**src/rtl/seq_det_pkg.sv**
```systemverilog
// Shared types, reset defaults and the pattern-length clamp for the sequence detector.
package seq_det_pkg;

    typedef enum logic {
        MODE_NONOVL = 1'b0,
        MODE_OVL    = 1'b1
    } mode_e;

    localparam logic [15:0] DEF_PAT_INIT = 16'b0111;
    localparam int          DEF_LEN_INIT = 4;

    // Lengths beyond the physical history depth collapse to the full depth.
    function automatic int clamp_len(input int len, input int max_len);
        return (len > max_len) ? max_len : len;
    endfunction

endpackage

```
**src/rtl/seq_det_sat_cnt.sv**
```systemverilog
// Saturating up-counter with synchronous clear (clear beats increment).
module seq_det_sat_cnt #(
    parameter int CNT_W = 8
) (
    input  logic             clk,
    input  logic             rst,
    input  logic             clr,
    input  logic             inc,
    output logic [CNT_W-1:0] count
);

    logic [CNT_W-1:0] r_count;

    always_ff @(posedge clk or posedge rst) begin
        if (rst) begin
            r_count <= '0;
        end else if (clr) begin
            r_count <= '0;
        end else if (inc && (r_count != {CNT_W{1'b1}})) begin
            r_count <= r_count + CNT_W'(1);
        end
    end

    assign count = r_count;

endmodule

```
**src/rtl/seq_detect_param.sv**
```systemverilog
// Runtime-configurable serial pattern detector with overlap / non-overlap modes.
// Optional match counter is built only when SEQ_DET_COUNT_EN is defined.
module seq_detect_param
    import seq_det_pkg::*;
#(
    parameter int                   MAX_LEN  = 8,
    parameter int                   CNT_W    = 8,
    parameter logic [MAX_LEN-1:0]   PAT_INIT = MAX_LEN'(DEF_PAT_INIT),
    parameter int                   LEN_INIT = DEF_LEN_INIT
) (
    input  logic                       clk,
    input  logic                       rst,
    input  logic                       x,
    input  logic                       en,
    input  logic                       cfg_load,
    input  logic [MAX_LEN-1:0]         cfg_pattern,
    input  logic [$clog2(MAX_LEN):0]   cfg_len,
    input  logic                       cfg_overlap,
    input  logic                       count_clr,
    output logic                       y,
    output logic [CNT_W-1:0]           match_count
);

    localparam int LW = $clog2(MAX_LEN) + 1;

    logic [MAX_LEN-1:0] r_hist;
    logic [MAX_LEN-1:0] r_pat;
    logic [LW-1:0]      r_fill;
    logic [LW-1:0]      r_len;
    mode_e              r_mode;
    logic               r_y;

    logic [MAX_LEN-1:0] w_mask;
    logic [MAX_LEN-1:0] w_hist_shift;
    logic [LW-1:0]      w_fill_inc;
    logic               w_match;

    // Only the low r_len bits of history take part in the comparison.
    for (genvar gi = 0; gi < MAX_LEN; gi++) begin : g_mask
        assign w_mask[gi] = (LW'(gi) < r_len);
    end

    assign w_hist_shift = {r_hist[MAX_LEN-2:0], x};
    assign w_fill_inc   = (r_fill >= r_len) ? r_len : r_fill + LW'(1);
    assign w_match      = en && !cfg_load && (r_len != '0) && (w_fill_inc == r_len)
                          && (((w_hist_shift ^ r_pat) & w_mask) == '0);

    always_ff @(posedge clk or posedge rst) begin
        if (rst) begin
            r_hist <= '0;
            r_fill <= '0;
            r_pat  <= PAT_INIT;
            r_len  <= LW'(clamp_len(LEN_INIT, MAX_LEN));
            r_mode <= MODE_OVL;
            r_y    <= 1'b0;
        end else if (cfg_load) begin
            // New configuration restarts detection; x on this edge is dropped.
            r_pat  <= cfg_pattern;
            r_len  <= LW'(clamp_len(int'(cfg_len), MAX_LEN));
            r_mode <= mode_e'(cfg_overlap);
            r_fill <= '0;
            r_y    <= 1'b0;
        end else begin
            r_y <= w_match;
            if (en) begin
                r_hist <= w_hist_shift;
                r_fill <= (w_match && (r_mode == MODE_NONOVL)) ? '0 : w_fill_inc;
            end
        end
    end

    assign y = r_y;

`ifdef SEQ_DET_COUNT_EN
    seq_det_sat_cnt #(
        .CNT_W (CNT_W)
    ) u_cnt (
        .clk   (clk),
        .rst   (rst),
        .clr   (count_clr),
        .inc   (w_match),
        .count (match_count)
    );
`else
    logic w_unused_count_clr;
    assign w_unused_count_clr = count_clr;
    assign match_count        = '0;
`endif

endmodule

```
**config.mk**
```make
export PLATFORM = sky130hd
export DESIGN_NAME = seq_detect_param
export DESIGN_NICKNAME = d
export VERILOG_FILES = /design/src/rtl/seq_det_pkg.sv /design/src/rtl/seq_det_sat_cnt.sv /design/src/rtl/seq_detect_param.sv
export SDC_FILE = /design/constraint.sdc
export NUM_CORES = 1
export LEC_CHECK = 0
export CORE_ASPECT_RATIO = 0.7
export CORE_MARGIN = 10
export CORE_UTILIZATION = 51
export CTS_CLUSTER_DIAMETER = 30
export DETAILED_ROUTE_END_ITERATION = 10
export PLACE_DENSITY = 0.79
export SETUP_SLACK_MARGIN = 0.5
export SYNTH_ARGS = -nofsm -noshare
export SYNTH_HDL_FRONTEND = slang
export SYNTH_HIERARCHICAL = 1
export SYNTH_SLANG_ARGS = --single-unit
export TNS_END_PERCENT = 100
```
**constraint.sdc**
```tcl
create_clock -name clk -period 2.7 [get_ports clk]
set_input_delay 0.27 -clock clk [delete_from_list [all_inputs] [get_ports clk]]
set_output_delay 0.27 -clock clk [all_outputs]
set_load 0.01 [all_outputs]
```
After elaboration in Yosys (flattened, before gate mapping) --
Cells that the tools add are included.
Word-level totals: flip-flop bits (word level) 25, input bits 19
Operators by class: add/sub/neg operators 1, magnitude comparators 10, equal/unequal tests 1, muxes and demuxes 6, bitwise gates (word level) 4, reduce and logical (&&, ||, !) cells 10
Operators by type and width (count):
- two-way mux 4 bit | 5
- < comparator 3 x 4 -> 1 bit, first input constant | 4
- bitwise AND 8 bit | 1
- zero test 8 bit | 1
- < comparator 1 x 4 -> 1 bit, first input constant | 2
- < comparator 2 x 4 -> 1 bit, first input constant | 2
- XOR 8 bit | 1
- logical AND 1 bit | 5
- adder 4 x 1 -> 4 bit, second input constant | 1
- == test 4 bit | 1
- >= comparator 4 bit | 1
- greater-than comparator 4 bit, second input constant | 1
- nonzero test 4 bit | 1
- NOT 1 bit | 2
- AND reduction 2 bit | 1
- nonzero test 2 bit | 1
- zero test 1 bit | 1
- two-way mux 1 bit | 1

Longest topological paths before layout --
Gate-level depths: netlist (run 1).
word-level depth 9, gate-level depth with buffers 10, gate-level depth less buffers 9

Least setup slack after synthesis (run 1) --
Ideal clock, no wire load.
kind reg-to-reg, from register r_fill[0], to register r_fill[0], data arrival time 2.166 ns, required time 2.635 ns, setup slack 0.469 ns, cell stages (with the launch flop) 10, buffers on the path 0, clock period less this slack 2.231 ns, cell sequence dfrtp_1 -> inv_1 -> ha_1 -> nand2b_1 -> a21o_1 -> a211oi_2 -> nor2_1 -> o2111a_2 -> a2111oi_1 -> o21a_1
On the way: cells in the longest elaborated chain, start to end 9, elaborated cells between the ends (all ways) 10
RTL lines:
- start: declaration | RTL line seq_detect_param.sv:28 | logic [LW-1:0] r_fill;
- start signal: assignment | RTL line seq_detect_param.sv:67 | r_fill <= (w_match && (r_mode == MODE_NONOVL)) ? '0 : w_fill_inc;
- adder 4 x 1 -> 4 bit / >= comparator 4 bit (equally long branches) | RTL line seq_detect_param.sv:44 | assign w_fill_inc = (r_fill >= r_len) ? r_len : r_fill + LW'(1);
- two-way mux 4 bit * | RTL line seq_detect_param.sv:44
- == test 4 bit | RTL line seq_detect_param.sv:45 | assign w_match = en && !cfg_load && (r_len != '0) && (w_fill_inc == r_len)
- logical AND 1 bit | RTL line seq_detect_param.sv:45
- logical AND 1 bit | RTL line seq_detect_param.sv:46 | && (((w_hist_shift ^ r_pat) & w_mask) == '0);
- logical AND 1 bit | RTL line seq_detect_param.sv:67
- two-way mux 4 bit * | RTL line seq_detect_param.sv:67
- two-way mux 4 bit * | RTL line seq_detect_param.sv:65 | if (en) begin
- two-way mux 4 bit * | RTL line seq_detect_param.sv:56 | end else if (cfg_load) begin
Mark *: on every way between the ends. The rest lies on a longest branch, timed or not. The select of a mux whose other input is x is not followed. A chain may end at the register's enable or synchronous reset.

Final worst setup path (run 1) --
from register r_len[0], to register r_fill[0]
On the way: cells in the longest elaborated chain, start to end 9, elaborated cells between the ends (all ways) 21
RTL lines:
- start: declaration | RTL line seq_detect_param.sv:29 | logic [LW-1:0] r_len;
- start signal: assignment | RTL line seq_detect_param.sv:53 | r_len <= LW'(clamp_len(LEN_INIT, MAX_LEN));
- start signal: assignment | RTL line seq_detect_param.sv:59 | r_len <= LW'(clamp_len(int'(cfg_len), MAX_LEN));
- >= comparator 4 bit | RTL line seq_detect_param.sv:44
- two-way mux 4 bit | RTL line seq_detect_param.sv:44
- == test 4 bit | RTL line seq_detect_param.sv:45
- logical AND 1 bit | RTL line seq_detect_param.sv:45
- logical AND 1 bit | RTL line seq_detect_param.sv:46
- logical AND 1 bit | RTL line seq_detect_param.sv:67
- two-way mux 4 bit * | RTL line seq_detect_param.sv:67
- two-way mux 4 bit * | RTL line seq_detect_param.sv:65
- two-way mux 4 bit * | RTL line seq_detect_param.sv:56
Marked as above.

==> results.yml, run 1 <==
outcome:
  status: "finished, final reports clean"
floorplanning:
  die_x_um: 83.9
  die_h_um: 64.8
  die-area_um2: 5430
  ios: 28
  coreArea_um2: 2760
  rows: 16
  start_util_pct: 52.8
finish:
  n_fill_cell: 215
  fin_nets: 189
  fin_cells: 200
  n_antenna_cell: 0
  syn_to_final_growth_pct: 25.6
  drive_above_1_share_pct: 31.7
  register_area_um2: 634
  multi_input_area_um2: 813
clocking:
  insertion_delay_ns: 0.27
  cts_root_buffer: "clkbuf_8"
  cts_hold_buf: 0
  cts_tree: "done"
  cts_buffers: 3
  cts.sinks: 25
  path_clk_slew_ns: 0.09
  htreeDepth: 1
  clock_path_buffers: 2
synth:
  synthTopCellsByCount: "dfrtp_1 (20), mux2_2 (15), nor2_1 (11), inv_1 (9)"
  syn_area_um2: 1460
  syn-mean-instance-area_um2: 10.6
  ys_types: 39
  synth_top_cells_by_area: "dfrtp_1 (34%), mux2_2 (12%), dfstp_2 (9.0%)"
  yosysMostFrequentCell: "dfrtp_1"
  synth-seq-cells: 25
  ys_async_sr_fraction_pct: 100
  ys_seq_area_share_pct: 43.3
  ys.flop_type: "dfrtp_1"
  synth-edff-count: 0
  yosysWarnings: 6
  synth_top_area_share_pct: 34.3
  syn_inst: 137
  yosys.area.top_type: "dfrtp_1"
worst_setup_path:
  cp_max_fo: 3
  timing.rr.start: "r_len[0]"
  timing_worst_setup_path_type: "flop to flop"
  rrSetupSlack_ns: 0.49
  arrival_ns: 2.38
  setup.worst_path.end: "r_fill[0]"
  worst_r2r_path_depth: 8
  cp_data_required_time_ns: 2.87
  startpoint: "r_len[0]"
  critPathLaunchType: "flop"
  crit_path_end_kind: "flop"
  regToRegEndpoint: "r_fill[0]"
power:
  p_per_area_nw_per_um2: 667
  comb_power_share_pct: 38.7
  switchingPower_w: 0.000419
  p_seq_share_pct: 43.0
  netSwitchingFraction_pct: 34.3
  pwr-share-clk_pct: 18.3
  power.internal_w: 0.000802
  irDropWorstVdd_v: 0.000416
  leakagePower_nw: 0.770
route:
  wire_per_inst_um: 16.3
  routed_wl_um: 3250
  drc: 0
  vias_per_cell: 5.41
  postRouteAntennaNets: 0
  drt_iter0_markers: 65
  dr.pass1.iters: 4
  vias: 1081
sta:
  layout_setup_ws_ns: 0.488
  tns_ns: 0
  fmax_ghz: 0.452
  slew_headroom_pct: 36.8
  setup_viol_count_final: 0
  fin_skew_ns: 0.00370
  post-route-period-util_pct: 81.9
  rsz0062_at_grt: "true"
  tightest_slew_ns: 0.947
  slew_violations: 0
  period_minus_slack_ns: 2.21
  hold_violations: 0
placed_design:
  placed_cells: 189
  port_buffers: 18
  detailed_place_hpwl_um: 2290
  dp_slack_ns: 0.342
  place.gp.congestion: 0.923
grt:
  grt.overflow.total: 0
  grt_max_degree: 26
  grtUsageTotal_pct: 11.9
  antenna_found_initial: 0
  grt_pass1_wl_um: 5430
  grt_pass1_vias: 1142
run:
  cap_violations: 0
hold_path:
  min_path_type: "input pin to async pin"
==> worst max-delay path, cell delays in order, from the launching register on <==
cell	delay [ns]
dfrtp_2	0.42
buf_6	0.12
or4b_4	0.52
a2111oi_4	0.30
o21ai_1	0.14
o21ai_2	0.10
o2111a_2	0.28
a2111oi_4	0.06
o21a_1	0.17
==> registers in the layout, indices dropped and copies added, names as in the netlist <==
| name | count |
|---|---|
| r_pat | 8 |
| r_hist | 7 |
| r_fill | 4 |
| r_len | 4 |
| r_mode | 1 |
| y | 1 |
==> power by group through the flow <==
stage / registers, W / logic (W) / clock network (W)
global route: 0.000534 / 0.000517 / 0.000247
floorplan: 0.000512 / 0.000296 / 0
CTS: 0.000520 / 0.000431 / 0.000230
global placement: 0.000527 / 0.000347 / 0
finish: 0.000526 / 0.000472 / 0.000224
detailed placement: 0.000532 / 0.000355 / 0
==> worst min-delay path by stage <==
stage	end	slack [ns]	cells after the start
2_1_floorplan	r_fill[0]	0.29	1
3_3_place_gp	r_hist[6]	0.52	1
3_5_place_dp	r_pat[3]	0.52	1
4_1_cts	r_mode	0.52	3
5_1_grt	r_hist[6]	0.55	1
6_report	r_pat[5]	0.51	2
==> metrics by stage <==
step	cell area [um2]	utilization [%]	hold slack (ns)	power, W
2_1_floorplan	1490	-	0.294	0.000808
3_3_place_gp	1660	60.0	0.517	0.000873
3_5_place_dp	1660	60.0	0.520	0.000887
4_1_cts	1790	64.7	0.524	0.00118
5_1_grt	1830	66.3	0.550	0.00130
6_report	1830	66.3	0.513	0.00122
==> logic make-up after synthesis <==
| group | share of synthesized area, % |
|---|---|
| xor gates and xnor gates | 8.92 |
| and+or+nand+nor | 10.0 |
| DFF | 43.3 |
| buffers and inverters | 7.72 |
| other | 0.257 |
| adders and majority gates | 4.29 |
| AOI/OAI and AO/OA | 13.9 |
| muxes | 11.6 |
==> area by class of cell <==
type	instances	area share, %
Timing Repair Buffer	27	13.7
Inverter	11	2.25
Clock inverter	1	0.273
Multi-Input combinational cell	97	44.4
Clock buffer	3	2.25
Sequential cell	25	34.6
Tap cell	36	2.46
==> routing by layer <==
metal	track usage, %	vias up	wire length [um]
met1	14.2	531	1470
met2	20.1	27	1560
li1	-	518	-
met4	3.54	0	25
met3	4.12	5	199
met5	0	-	0
==> layout by cell type (no fill, tap or decap), types with 2 or more instances in the layout <==
cell and n:
clkdlybuf4s50_1 18, dfrtp_1 18, mux2_2 15, nor2_1 10, xnor2_1 8, conb_1 8
buf_4 8, inv_1 7, nand2_1 7, o21ai_0 5, xor2_1 5, dfstp_2 5
inv_2 4, ha_1 4, a21oi_1 3, clkbuf_8 3, o22ai_1 2, nand3_1 2
nand4_1 2, a2111oi_4 2, o21ai_1 2, a31oi_1 2, dfrtp_2 2
==> repair_timing <==
| action | in CTS | in global routing |
|---|---|---|
| gates resized for setup | 7 | 7 |
| pin swaps | 7 | 6 |
| setup buffers | 6 | 1 |
| setup endpoints to repair | 2 | 4 |
No activity file was read; power rests on OpenSTA's default activity.
==> run 2: changes to the inputs <==
Settings changed: CORE_UTILIZATION 51 to 46, PLACE_DENSITY 0.79 to 0.75.
Clock period 2.7 ns to 1.8 ns, I/O delays scaled along.
==> results.yml, run 2 (synthesis gave the netlist of run 1 again) <==
outcome:
  status: "finished, violations left"
  violations: "setup timing"
finish:
  n_antenna_cell: 0
  syn_to_final_growth_pct: 36.3
  drive_above_1_share_pct: 38.5
  largest-register: "r_pat"
  final_common_cell: "buf_4"
  largest_reg_flops: 8
  top_regs: "r_pat (8), r_hist (7)"
  fin_nets: 207
  final_cell_mix: "buf_4 (23), dfrtp_1 (20), clkdlybuf4s50_1 (17)"
placed_design:
  dp_slack_ns: -0.390
  place.gp.congestion: 0.965
  port_buffers: 18
  detailed_place_hpwl_um: 2780
route:
  postRouteAntennaNets: 0
  drc: 0
  routed_wl_um: 3870
  vias_per_cell: 5.50
  dr.pass1.iters: 4
  wire_per_inst_um: 17.8
  drt_iter0_markers: 166
  vias: 1199
worst_setup_path:
  critPathLaunchType: "flop"
  timing_worst_setup_path_type: "flop to flop"
  arrival_ns: 2.36
  cp_data_required_time_ns: 1.96
  cp_max_fo: 3
  crit_path_end_kind: "flop"
clocking:
  cts_tree: "done"
  cts.sinks: 25
  insertion_delay_ns: 0.27
  cts_buffers: 3
  cts_root_buffer: "clkbuf_8"
  htreeDepth: 1
  clock_path_buffers: 2
  cts_hold_buf: 0
  path_clk_slew_ns: 0.09
grt:
  grt.overflow.total: 0
  grt_use_met1_pct: 16.5
  grtUsageTotal_pct: 13.1
  met3_usage_pct: 4.25
  grt_pass1_wl_um: 6050
  top_usage_layer: "met2"
  grt_use_met2_pct: 20.7
  grt_max_degree: 26
  antenna_found_initial: 0
  grt_pass1_vias: 1221
sta:
  slew_violations: 0
  fin_skew_ns: 0.00871
  period_minus_slack_ns: 2.20
  fmax_ghz: 0.454
  rsz0062_at_grt: "true"
  layout_setup_ws_ns: -0.402
  setup_viol_count_final: 5
  hold_violations: 0
  post-route-period-util_pct: 122
power:
  leakagePower_nw: 0.877
  p_per_area_nw_per_um2: 1020
  total_power_w: 0.00202
  irDropWorstVdd_v: 0.000575
floorplanning:
  ios: 28
  coreArea_um2: 2920
  rows: 16
  start_util_pct: 49.9
  die_x_um: 87.3
  die-area_um2: 5860
  die_h_um: 67.1
hold_path:
  min_path_type: "input pin to async pin"
run:
  cap_violations: 0
[run 2: path summary, 6_finish.rpt]
path,startpoint,to,slack (ns),depth (start not counted)
worst max-delay path,r_len[2],r_fill[2],-0.40,7
worst min-delay path,rst,r_hist[5],0.26,3
worst max register to register,r_len[2],r_fill[2],-0.40,7
worst min register to register,r_pat[5],r_pat[5],0.54,1
max in group asynchronous,rst,r_mode,1.26,3
min in group clk,cfg_overlap,r_mode,0.44,3
[run 2: stage by stage]
stage	util, %	hold WS [ns]	setup TNS (ns)	area (um2)	std cells
after floorplan	-	0.204	-0.776	1510	144
after detailed placement	62.1	0.523	-1.36	1810	209
final	68.0	0.257	-1.67	1990	218
after global placement	62.1	0.513	-0.982	1810	209
after CTS	66.4	0.278	-1.41	1940	217
after global routing	68.0	0.294	-1.93	1990	218
[run 2: area by class of cell]
cell class | count | area, um2
clock buffer | 3 | 41.3
multi-input combinational | 97 | 825
sequential | 25 | 632
tap | 36 | 45.0
fill | 209 | 935
clock inverter | 1 | 7.51
inverter | 11 | 41.3
timing repair buffer | 45 | 397
[run 2: worst max-delay path, stage by stage (launching register included)]
cell and delay, ns:
dfstp_2 0.55, or4b_4 0.47, a2111oi_4 0.30, o21ai_1 0.12, o21ai_2 0.10, o2111a_2 0.29, a2bb2oi_2 0.17, o21ai_1 0.08
[run 2: power breakdown]
part / internal, W / switching, W / leakage, nW / total [W]
combinational: 0.000482 / 0.000431 / 0.555 / 0.000913
sequential: 0.000675 / 0.0000921 / 0.301 / 0.000767
clock: 0.000157 / 0.000183 / 0.0217 / 0.000340
total: 0.00131 / 0.000707 / 0.877 / 0.00202
[run 2: timing repair]
item,CTS,global route
pin swaps,3,2
endpoints found under the setup margin,6,12
resized for setup,9,8
setup buffers,4,1
[run 2: routing by layer]
metal / vias to the layer above / routed length (um)
li1: 552 / -
met1: 577 / 1610
met2: 64 / 1780
met3: 6 / 421
met4: 0 / 63
met5: - / 0
